File: src/rtl/cpu_pkg.sv
// Shared types and encodings for the CPU control unit: FSM states, IR layout,
// opcode/op constants, memory command and write-back select codes.
package cpu_pkg;

   localparam int unsigned DATA_W    = 16;
   localparam int unsigned REG_W     = 3;
   localparam int unsigned OPCODE_W  = 3;
   localparam int unsigned OP_W      = 2;
   localparam int unsigned MEM_CMD_W = 2;
   localparam int unsigned VSEL_W    = 2;
   localparam int unsigned NSEL_W    = 3;

   typedef enum logic [4:0] {
      ST_RST, ST_IF1, ST_IF2, ST_UPC, ST_DECODE, ST_WIMM, ST_GETA, ST_GETB,
      ST_EXEC, ST_WB, ST_ADDR, ST_LADDR, ST_LDM, ST_LWB, ST_SGETB, ST_SPASS,
      ST_SMEM, ST_HALT
   } state_t;

   typedef struct packed {
      logic [OPCODE_W-1:0] opcode;
      logic [OP_W-1:0]     op;
      logic [REG_W-1:0]    rn;
      logic [REG_W-1:0]    rd;
      logic [1:0]          sh;
      logic [REG_W-1:0]    rm;
   } ir_t;

   localparam logic [OPCODE_W-1:0] OPC_MOV  = 3'b110;
   localparam logic [OPCODE_W-1:0] OPC_ALU  = 3'b101;
   localparam logic [OPCODE_W-1:0] OPC_LDR  = 3'b011;
   localparam logic [OPCODE_W-1:0] OPC_STR  = 3'b100;
   localparam logic [OPCODE_W-1:0] OPC_HALT = 3'b111;

   localparam logic [OP_W-1:0] OP_MOV_IMM = 2'b10;
   localparam logic [OP_W-1:0] OP_MOV_SH  = 2'b00;
   localparam logic [OP_W-1:0] OP_MEM     = 2'b00;
   localparam logic [OP_W-1:0] OP_ADD     = 2'b00;
   localparam logic [OP_W-1:0] OP_CMP     = 2'b01;

   localparam logic [MEM_CMD_W-1:0] MEM_NONE  = 2'b00;
   localparam logic [MEM_CMD_W-1:0] MEM_READ  = 2'b01;
   localparam logic [MEM_CMD_W-1:0] MEM_WRITE = 2'b10;

   localparam logic [VSEL_W-1:0] VSEL_DP    = 2'b00;
   localparam logic [VSEL_W-1:0] VSEL_PC    = 2'b01;
   localparam logic [VSEL_W-1:0] VSEL_MDATA = 2'b10;
   localparam logic [VSEL_W-1:0] VSEL_IMM8  = 2'b11;

   // One-hot register-number select driven by the FSM
   localparam logic [NSEL_W-1:0] NSEL_NONE = 3'b000;
   localparam logic [NSEL_W-1:0] NSEL_RM   = 3'b001;
   localparam logic [NSEL_W-1:0] NSEL_RD   = 3'b010;
   localparam logic [NSEL_W-1:0] NSEL_RN   = 3'b100;

   function automatic logic [DATA_W-1:0] sext8(input logic [7:0] v);
      return {{(DATA_W-8){v[7]}}, v};
   endfunction

   function automatic logic [DATA_W-1:0] sext5(input logic [4:0] v);
      return {{(DATA_W-5){v[4]}}, v};
   endfunction

endpackage

File: src/rtl/cpu_ctrl_if.sv
// Control/memory bundle between the CPU controller (master) and the
// datapath plus memory side (slave).
interface cpu_ctrl_if;
   import cpu_pkg::*;

   logic [DATA_W-1:0]    mdata;
   logic [MEM_CMD_W-1:0] mem_cmd;
   logic                 addr_sel;
   logic                 load_pc;
   logic                 reset_pc;
   logic                 load_addr;
   logic [REG_W-1:0]     readnum;
   logic [REG_W-1:0]     writenum;
   logic                 write;
   logic [VSEL_W-1:0]    vsel;
   logic                 loada;
   logic                 loadb;
   logic                 loadc;
   logic                 loads;
   logic                 asel;
   logic                 bsel;
   logic [1:0]           shift;
   logic [1:0]           ALUop;
   logic [DATA_W-1:0]    sximm8;
   logic [DATA_W-1:0]    sximm5;
   logic                 halted;

   modport master (
      input  mdata,
      output mem_cmd, addr_sel, load_pc, reset_pc, load_addr, readnum, writenum,
             write, vsel, loada, loadb, loadc, loads, asel, bsel, shift, ALUop,
             sximm8, sximm5, halted
   );

   modport slave (
      output mdata,
      input  mem_cmd, addr_sel, load_pc, reset_pc, load_addr, readnum, writenum,
             write, vsel, loada, loadb, loadc, loads, asel, bsel, shift, ALUop,
             sximm8, sximm5, halted
   );
endinterface

File: src/rtl/cpu_ctrl_instr_dec.sv
// Instruction decoder: IR field extraction, immediate sign extension and the
// Rn/Rd/Rm register-number mux.
module instr_dec
   import cpu_pkg::*;
(
   input  ir_t                 ir,
   input  logic [NSEL_W-1:0]   nsel,
   output logic [OPCODE_W-1:0] opcode,
   output logic [OP_W-1:0]     op,
   output logic [1:0]          sh,
   output logic [REG_W-1:0]    reg_num,
   output logic [DATA_W-1:0]   sximm5,
   output logic [DATA_W-1:0]   sximm8
);

   assign opcode = ir.opcode;
   assign op     = ir.op;
   assign sh     = ir.sh;
   assign sximm8 = sext8({ir.rd, ir.sh, ir.rm});
   assign sximm5 = sext5({ir.sh, ir.rm});

   always_comb begin
      reg_num = '0;
      case (nsel)
         NSEL_RN: reg_num = ir.rn;
         NSEL_RD: reg_num = ir.rd;
         NSEL_RM: reg_num = ir.rm;
         default: reg_num = '0;
      endcase
   end

endmodule

File: src/rtl/cpu_ctrl.sv
// CPU controller: instruction register plus Moore control FSM sequencing
// fetch, decode, execute, load/store and write-back for the datapath.
module cpu_ctrl
   import cpu_pkg::*;
(
   input  logic     clk,
   input  logic     reset_n,
   cpu_ctrl_if.master bus
);

   state_t              state, state_next;
   ir_t                 ir_q;
   logic                ir_load;
   logic [NSEL_W-1:0]   nsel;
   logic [OPCODE_W-1:0] opcode;
   logic [OP_W-1:0]     op;
   logic [1:0]          sh;
   logic [REG_W-1:0]    reg_num;
   logic                is_mov, is_cmp, alu_force;

   instr_dec u_dec (
      .ir      (ir_q),
      .nsel    (nsel),
      .opcode  (opcode),
      .op      (op),
      .sh      (sh),
      .reg_num (reg_num),
      .sximm5  (bus.sximm5),
      .sximm8  (bus.sximm8)
   );

   assign bus.readnum  = reg_num;
   assign bus.writenum = reg_num;

   assign is_mov    = (opcode == OPC_MOV);
   assign is_cmp    = (opcode == OPC_ALU) && (op == OP_CMP);
   // Only ALU instructions pass their op field through to the ALU
   assign alu_force = is_mov || (opcode == OPC_LDR) || (opcode == OPC_STR);

   always_ff @(posedge clk or negedge reset_n) begin
      if (!reset_n) state <= ST_RST;
      else          state <= state_next;
   end

   always_ff @(posedge clk or negedge reset_n) begin
      if (!reset_n)     ir_q <= '0;
      else if (ir_load) ir_q <= ir_t'(bus.mdata);
   end

   always_comb begin
      state_next    = state;
      ir_load       = 1'b0;
      nsel          = NSEL_NONE;
      bus.mem_cmd   = MEM_NONE;
      bus.addr_sel  = 1'b0;
      bus.load_pc   = 1'b0;
      bus.reset_pc  = 1'b0;
      bus.load_addr = 1'b0;
      bus.write     = 1'b0;
      bus.vsel      = VSEL_DP;
      bus.loada     = 1'b0;
      bus.loadb     = 1'b0;
      bus.loadc     = 1'b0;
      bus.loads     = 1'b0;
      bus.asel      = 1'b0;
      bus.bsel      = 1'b0;
      bus.shift     = sh;
      bus.ALUop     = alu_force ? OP_ADD : op;
      bus.halted    = 1'b0;

      case (state)
         ST_RST: begin
            bus.reset_pc = 1'b1;
            bus.load_pc  = 1'b1;
            state_next   = ST_IF1;
         end
         ST_IF1: begin
            bus.addr_sel = 1'b1;
            bus.mem_cmd  = MEM_READ;
            state_next   = ST_IF2;
         end
         ST_IF2: begin
            bus.addr_sel = 1'b1;
            bus.mem_cmd  = MEM_READ;
            ir_load      = 1'b1;
            state_next   = ST_UPC;
         end
         ST_UPC: begin
            bus.load_pc = 1'b1;
            state_next  = ST_DECODE;
         end
         ST_DECODE: begin
            // Unsupported encodings fall back to fetch (NOP)
            state_next = ST_IF1;
            case (opcode)
               OPC_MOV: begin
                  if (op == OP_MOV_IMM)     state_next = ST_WIMM;
                  else if (op == OP_MOV_SH) state_next = ST_GETB;
               end
               OPC_ALU:  state_next = ST_GETA;
               OPC_LDR:  if (op == OP_MEM) state_next = ST_GETA;
               OPC_STR:  if (op == OP_MEM) state_next = ST_GETA;
               OPC_HALT: state_next = ST_HALT;
               default:  state_next = ST_IF1;
            endcase
         end
         ST_WIMM: begin
            nsel       = NSEL_RN;
            bus.vsel   = VSEL_IMM8;
            bus.write  = 1'b1;
            state_next = ST_IF1;
         end
         ST_GETA: begin
            nsel       = NSEL_RN;
            bus.loada  = 1'b1;
            state_next = (opcode == OPC_ALU) ? ST_GETB : ST_ADDR;
         end
         ST_GETB: begin
            nsel       = NSEL_RM;
            bus.loadb  = 1'b1;
            state_next = ST_EXEC;
         end
         ST_EXEC: begin
            bus.asel   = is_mov;
            bus.loadc  = 1'b1;
            bus.loads  = is_cmp;
            state_next = is_cmp ? ST_IF1 : ST_WB;
         end
         ST_WB: begin
            nsel       = NSEL_RD;
            bus.vsel   = VSEL_DP;
            bus.write  = 1'b1;
            state_next = ST_IF1;
         end
         ST_ADDR: begin
            bus.bsel   = 1'b1;
            bus.shift  = 2'b00;
            bus.ALUop  = OP_ADD;
            bus.loadc  = 1'b1;
            state_next = ST_LADDR;
         end
         ST_LADDR: begin
            bus.load_addr = 1'b1;
            state_next    = (opcode == OPC_LDR) ? ST_LDM : ST_SGETB;
         end
         ST_LDM: begin
            bus.mem_cmd = MEM_READ;
            state_next  = ST_LWB;
         end
         ST_LWB: begin
            nsel        = NSEL_RD;
            bus.mem_cmd = MEM_READ;
            bus.vsel    = VSEL_MDATA;
            bus.write   = 1'b1;
            state_next  = ST_IF1;
         end
         ST_SGETB: begin
            nsel       = NSEL_RD;
            bus.loadb  = 1'b1;
            state_next = ST_SPASS;
         end
         ST_SPASS: begin
            bus.asel   = 1'b1;
            bus.shift  = 2'b00;
            bus.ALUop  = OP_ADD;
            bus.loadc  = 1'b1;
            state_next = ST_SMEM;
         end
         ST_SMEM: begin
            bus.mem_cmd = MEM_WRITE;
            state_next  = ST_IF1;
         end
         ST_HALT: begin
            bus.halted = 1'b1;
            state_next = ST_HALT;
         end
         default: state_next = ST_RST;
      endcase
   end

endmodule

File: src/flat_wrapper.sv
// flat-port wrapper written by rule: the top's interface ports become plain ports
module cpu_ctrl_flat import cpu_pkg::*;
  (clk, reset_n, bus_mdata, bus_mem_cmd, bus_addr_sel, bus_load_pc, bus_reset_pc, bus_load_addr, bus_readnum, bus_writenum, bus_write, bus_vsel, bus_loada, bus_loadb, bus_loadc, bus_loads, bus_asel, bus_bsel, bus_shift, bus_ALUop, bus_sximm8, bus_sximm5, bus_halted);
  cpu_ctrl_if bus_i ();
  input  logic clk;
  input  logic reset_n;
  input wire logic [$bits(bus_i.mdata)-1:0] bus_mdata;
  output wire logic [$bits(bus_i.mem_cmd)-1:0] bus_mem_cmd;
  output wire logic [$bits(bus_i.addr_sel)-1:0] bus_addr_sel;
  output wire logic [$bits(bus_i.load_pc)-1:0] bus_load_pc;
  output wire logic [$bits(bus_i.reset_pc)-1:0] bus_reset_pc;
  output wire logic [$bits(bus_i.load_addr)-1:0] bus_load_addr;
  output wire logic [$bits(bus_i.readnum)-1:0] bus_readnum;
  output wire logic [$bits(bus_i.writenum)-1:0] bus_writenum;
  output wire logic [$bits(bus_i.write)-1:0] bus_write;
  output wire logic [$bits(bus_i.vsel)-1:0] bus_vsel;
  output wire logic [$bits(bus_i.loada)-1:0] bus_loada;
  output wire logic [$bits(bus_i.loadb)-1:0] bus_loadb;
  output wire logic [$bits(bus_i.loadc)-1:0] bus_loadc;
  output wire logic [$bits(bus_i.loads)-1:0] bus_loads;
  output wire logic [$bits(bus_i.asel)-1:0] bus_asel;
  output wire logic [$bits(bus_i.bsel)-1:0] bus_bsel;
  output wire logic [$bits(bus_i.shift)-1:0] bus_shift;
  output wire logic [$bits(bus_i.ALUop)-1:0] bus_ALUop;
  output wire logic [$bits(bus_i.sximm8)-1:0] bus_sximm8;
  output wire logic [$bits(bus_i.sximm5)-1:0] bus_sximm5;
  output wire logic [$bits(bus_i.halted)-1:0] bus_halted;
  assign bus_i.mdata = bus_mdata;
  assign bus_mem_cmd = bus_i.mem_cmd;
  assign bus_addr_sel = bus_i.addr_sel;
  assign bus_load_pc = bus_i.load_pc;
  assign bus_reset_pc = bus_i.reset_pc;
  assign bus_load_addr = bus_i.load_addr;
  assign bus_readnum = bus_i.readnum;
  assign bus_writenum = bus_i.writenum;
  assign bus_write = bus_i.write;
  assign bus_vsel = bus_i.vsel;
  assign bus_loada = bus_i.loada;
  assign bus_loadb = bus_i.loadb;
  assign bus_loadc = bus_i.loadc;
  assign bus_loads = bus_i.loads;
  assign bus_asel = bus_i.asel;
  assign bus_bsel = bus_i.bsel;
  assign bus_shift = bus_i.shift;
  assign bus_ALUop = bus_i.ALUop;
  assign bus_sximm8 = bus_i.sximm8;
  assign bus_sximm5 = bus_i.sximm5;
  assign bus_halted = bus_i.halted;
  cpu_ctrl u_core (.clk(clk), .reset_n(reset_n), .bus(bus_i));
endmodule
File: config.mk
export PLATFORM = sky130hd
export DESIGN_NAME = cpu_ctrl_flat
export DESIGN_NICKNAME = d
export VERILOG_FILES = /design/src/rtl/cpu_pkg.sv /design/src/rtl/cpu_ctrl_if.sv /design/src/rtl/cpu_ctrl_instr_dec.sv /design/src/rtl/cpu_ctrl.sv /design/src/flat_wrapper.sv
export SDC_FILE = /design/constraint.sdc
export NUM_CORES = 1
export LEC_CHECK = 0
export CAP_MARGIN = 0
export CORE_UTILIZATION = 42
export DETAILED_ROUTE_END_ITERATION = 12
export GPL_TIMING_DRIVEN = 1
export PLACE_DENSITY_LB_ADDON = 0.08
export SLEW_MARGIN = 0
export SYNTH_ARGS = -nofsm -noshare
export SYNTH_HDL_FRONTEND = slang
export SYNTH_SLANG_ARGS = --single-unit
File: constraint.sdc
create_clock -name clk -period 2.05 [get_ports clk]
set_input_delay 0.41 -clock clk [delete_from_list [all_inputs] [get_ports clk]]
set_output_delay 0.41 -clock clk [all_outputs]
set_load 0.05 [all_outputs]
==> flow_metrics.env <==
export IMPL_status="finished with violations"
export IMPL_violations="negative setup slack"
export IMPL_drc=0
export IMPL_crit_family="compound AO/OA/AOI/OAI gates"
export IMPL_drt_vias_per_instance=5.14
export IMPL_finClkSkew_ps=8.30
export IMPL_cp_start_kind="flop"
export IMPL_critPathCaptureType="output port"
export IMPL_synthArstFlopShare_pct=100
export IMPL_slew_violations=0
export IMPL_avgSynthCellArea_um2=9.27
export IMPL_dieHeight_um=65.9
export IMPL_finalInstanceArea_um2=2660
export IMPL_gp_congestion=0.859
export IMPL_worstMarginPinSlew_ps=504
export IMPL_max_freq_ghz=0.472
export IMPL_cap_violations=0
export IMPL_die_area_um2=4340
export IMPL_cts_sinks=21
export IMPL_setup_viol=7
export IMPL_path_buf_inv=1
export IMPL_clock_path_buffers=2
export IMPL_fill_cells=286
export IMPL_num_vias=1465
export IMPL_required_ps=1640
export IMPL_seq_area_frac_synth_pct=30.6
export IMPL_grt_overflow=0
export IMPL_ys_flop_type="dfrtp_1"
export IMPL_grt_pass1_wl_um=6650
export IMPL_final_cell_mix="buf_4 (45), clkdlybuf4s50_1 (27), buf_12 (21)"
export IMPL_dp_hpwl_um=3230
export IMPL_cp_data_arrival_time_ps=1710
export IMPL_drtIter0Drc=65
export IMPL_io_pins=76
export IMPL_dr_pass1_iters=4
export IMPL_crit_path_cell_trace="or3b_4, a21oi_4, a22o_1, a21o_4, buf_12"
export IMPL_synth_cell_types=43
export IMPL_wire_per_inst_um=14.6
export IMPL_period_share_pct=103
export IMPL_grt_max_degree=22
export IMPL_drive_above_1_share_pct=49.4
export IMPL_die_w_um=65.9
export IMPL_grt_pass1_vias=1367
export IMPL_cts_tree="yes"
export IMPL_period_needed_ps=2120
export IMPL_rows=22
export IMPL_cp_max_fo=4
export IMPL_relSlewSlack_pct=66.3
export IMPL_ys_ff_latch=21
export IMPL_core_area_um2=3800
export IMPL_synth_edf_count=0
export IMPL_netlist_area_um2=1720
export IMPL_track_usage_pct=20.1
export IMPL_start_util_pct=45.2
export IMPL_worst_slack_ps=-70.4
export IMPL_clk_latency_ps=260
export IMPL_numCtsBuffers=3
export IMPL_clkSlewWorstSetupHoldPaths_ps=80
export IMPL_cts_max_level=1
export IMPL_portBuffers=75
export IMPL_syn2layout_area_growth_pct=55.1
export IMPL_drt_total_wl_um=4160
export IMPL_layout_commonest_cell="buf_4"
export IMPL_hold_violations=0
export IMPL_rrSetupSlack_ps=330
export IMPL_nets=256
export IMPL_antenna_cells=0
export IMPL_crit_path_top_delay_cell="or3b_4"
export IMPL_netlist_instances=185
export IMPL_drt_antenna_violating_nets=0
export IMPL_synth_fp_nets=203
export IMPL_grt_antenna_before_repair=0
export IMPL_cts_root_buffer="clkbuf_8"
export IMPL_min_path_type="in -> async"
export IMPL_max_stage_delay_ps=450
export IMPL_path_class="reg -> out"
export IMPL_ys_warn_count=0
export IMPL_rsz0062_at_grt="yes"
export IMPL_place_area_um2=2500
==> through the flow <==
step                      util [%]  instances  hold WS (ps)  setup WS (ps)  TNS [ps]
after global placement        65.8        275           490            181         0
after detailed placement      65.8        275           513            149         0
after floorplan                  -        185           114           -225      -546
final                         70.1        285           489          -70.4      -415
after global routing          70.1        285           532           -122     -1130
after CTS                     68.3        285           494          -71.3      -410
==> layout make-up <==
type | count | area [um2] | area share, %
repair buffers | 94 | 1050 | 39.6
multi-input cells | 115 | 963 | 36.2
flip-flops and latches | 21 | 528 | 19.8
well taps | 48 | 60.1 | 2.26
clock buffers | 4 | 45.0 | 1.69
inverters | 3 | 11.3 | 0.423
==> cell usage after synthesis, types with 3 or more instances <==
library cell	n	share of area, %
a21oi_1	10	2.9
buf_2	4	1.2
clkbuf_1	3	0.66
nor2_1	11	2.4
nor3_1	6	1.8
nand2_1	14	3.1
and2_1	4	1.5
a21o_1	6	2.6
inv_1	3	0.66
mux2_2	6	3.9
buf_4	38	17
a22o_1	3	1.5
nand2b_1	3	1.1
nand3_1	4	1.2
mux2_4	10	8.8
dfrtp_1	21	31
nor2b_1	5	1.8
==> registers in the layout, indices dropped and copies added (netlist names) <==
register      cells
u_core.ir_q      16
u_core.state      5
==> worst paths after layout <==
| path | from | to | cells past startpoint |
|---|---|---|---|
| worst max-delay path | u_core.state[2] | bus_writenum[2] | 5 |
| worst min-delay path | reset_n | u_core.ir_q[1] | 2 |
| worst max register to register | u_core.state[2] | u_core.ir_q[14] | 5 |
| worst min register to register | u_core.ir_q[9] | u_core.ir_q[9] | 1 |
| max in group asynchronous | reset_n | u_core.state[0] | 2 |
| min in group clk | u_core.ir_q[9] | u_core.ir_q[9] | 1 |
==> cells by family (layout without fill, tap and decap cells) <==
family | count (synthesis) | after routing | share of synthesized area (%)
mux | 16 | 16 | 12.7
flops | 21 | 21 | 30.6
xor+xnor | 2 | 2 | 1.02
compound gates | 34 | 34 | 14.4
buf+inv | 49 | 101 | 19.8
simple gates | 63 | 63 | 21.5
==> timing repair <==
item,in CTS,in global routing
hold buffers,0,0
pin swaps,4,7
setup endpoints to repair,9,24
buffers inserted,6,0
resized for setup,2,17
==> per-layer routing <==
metal | wire length (um) | GRT usage, % | vias up
met2 | 2150 | 34.4 | 55
met5 | 0 | 0 | -
li1 | - | - | 717
met4 | 29 | 6.79 | 0
met1 | 1760 | 25.3 | 689
met3 | 223 | 3.10 | 4
Power is not shown: default switching activity piles up to over one toggle a cycle in this logic, so the estimate is an artifact.
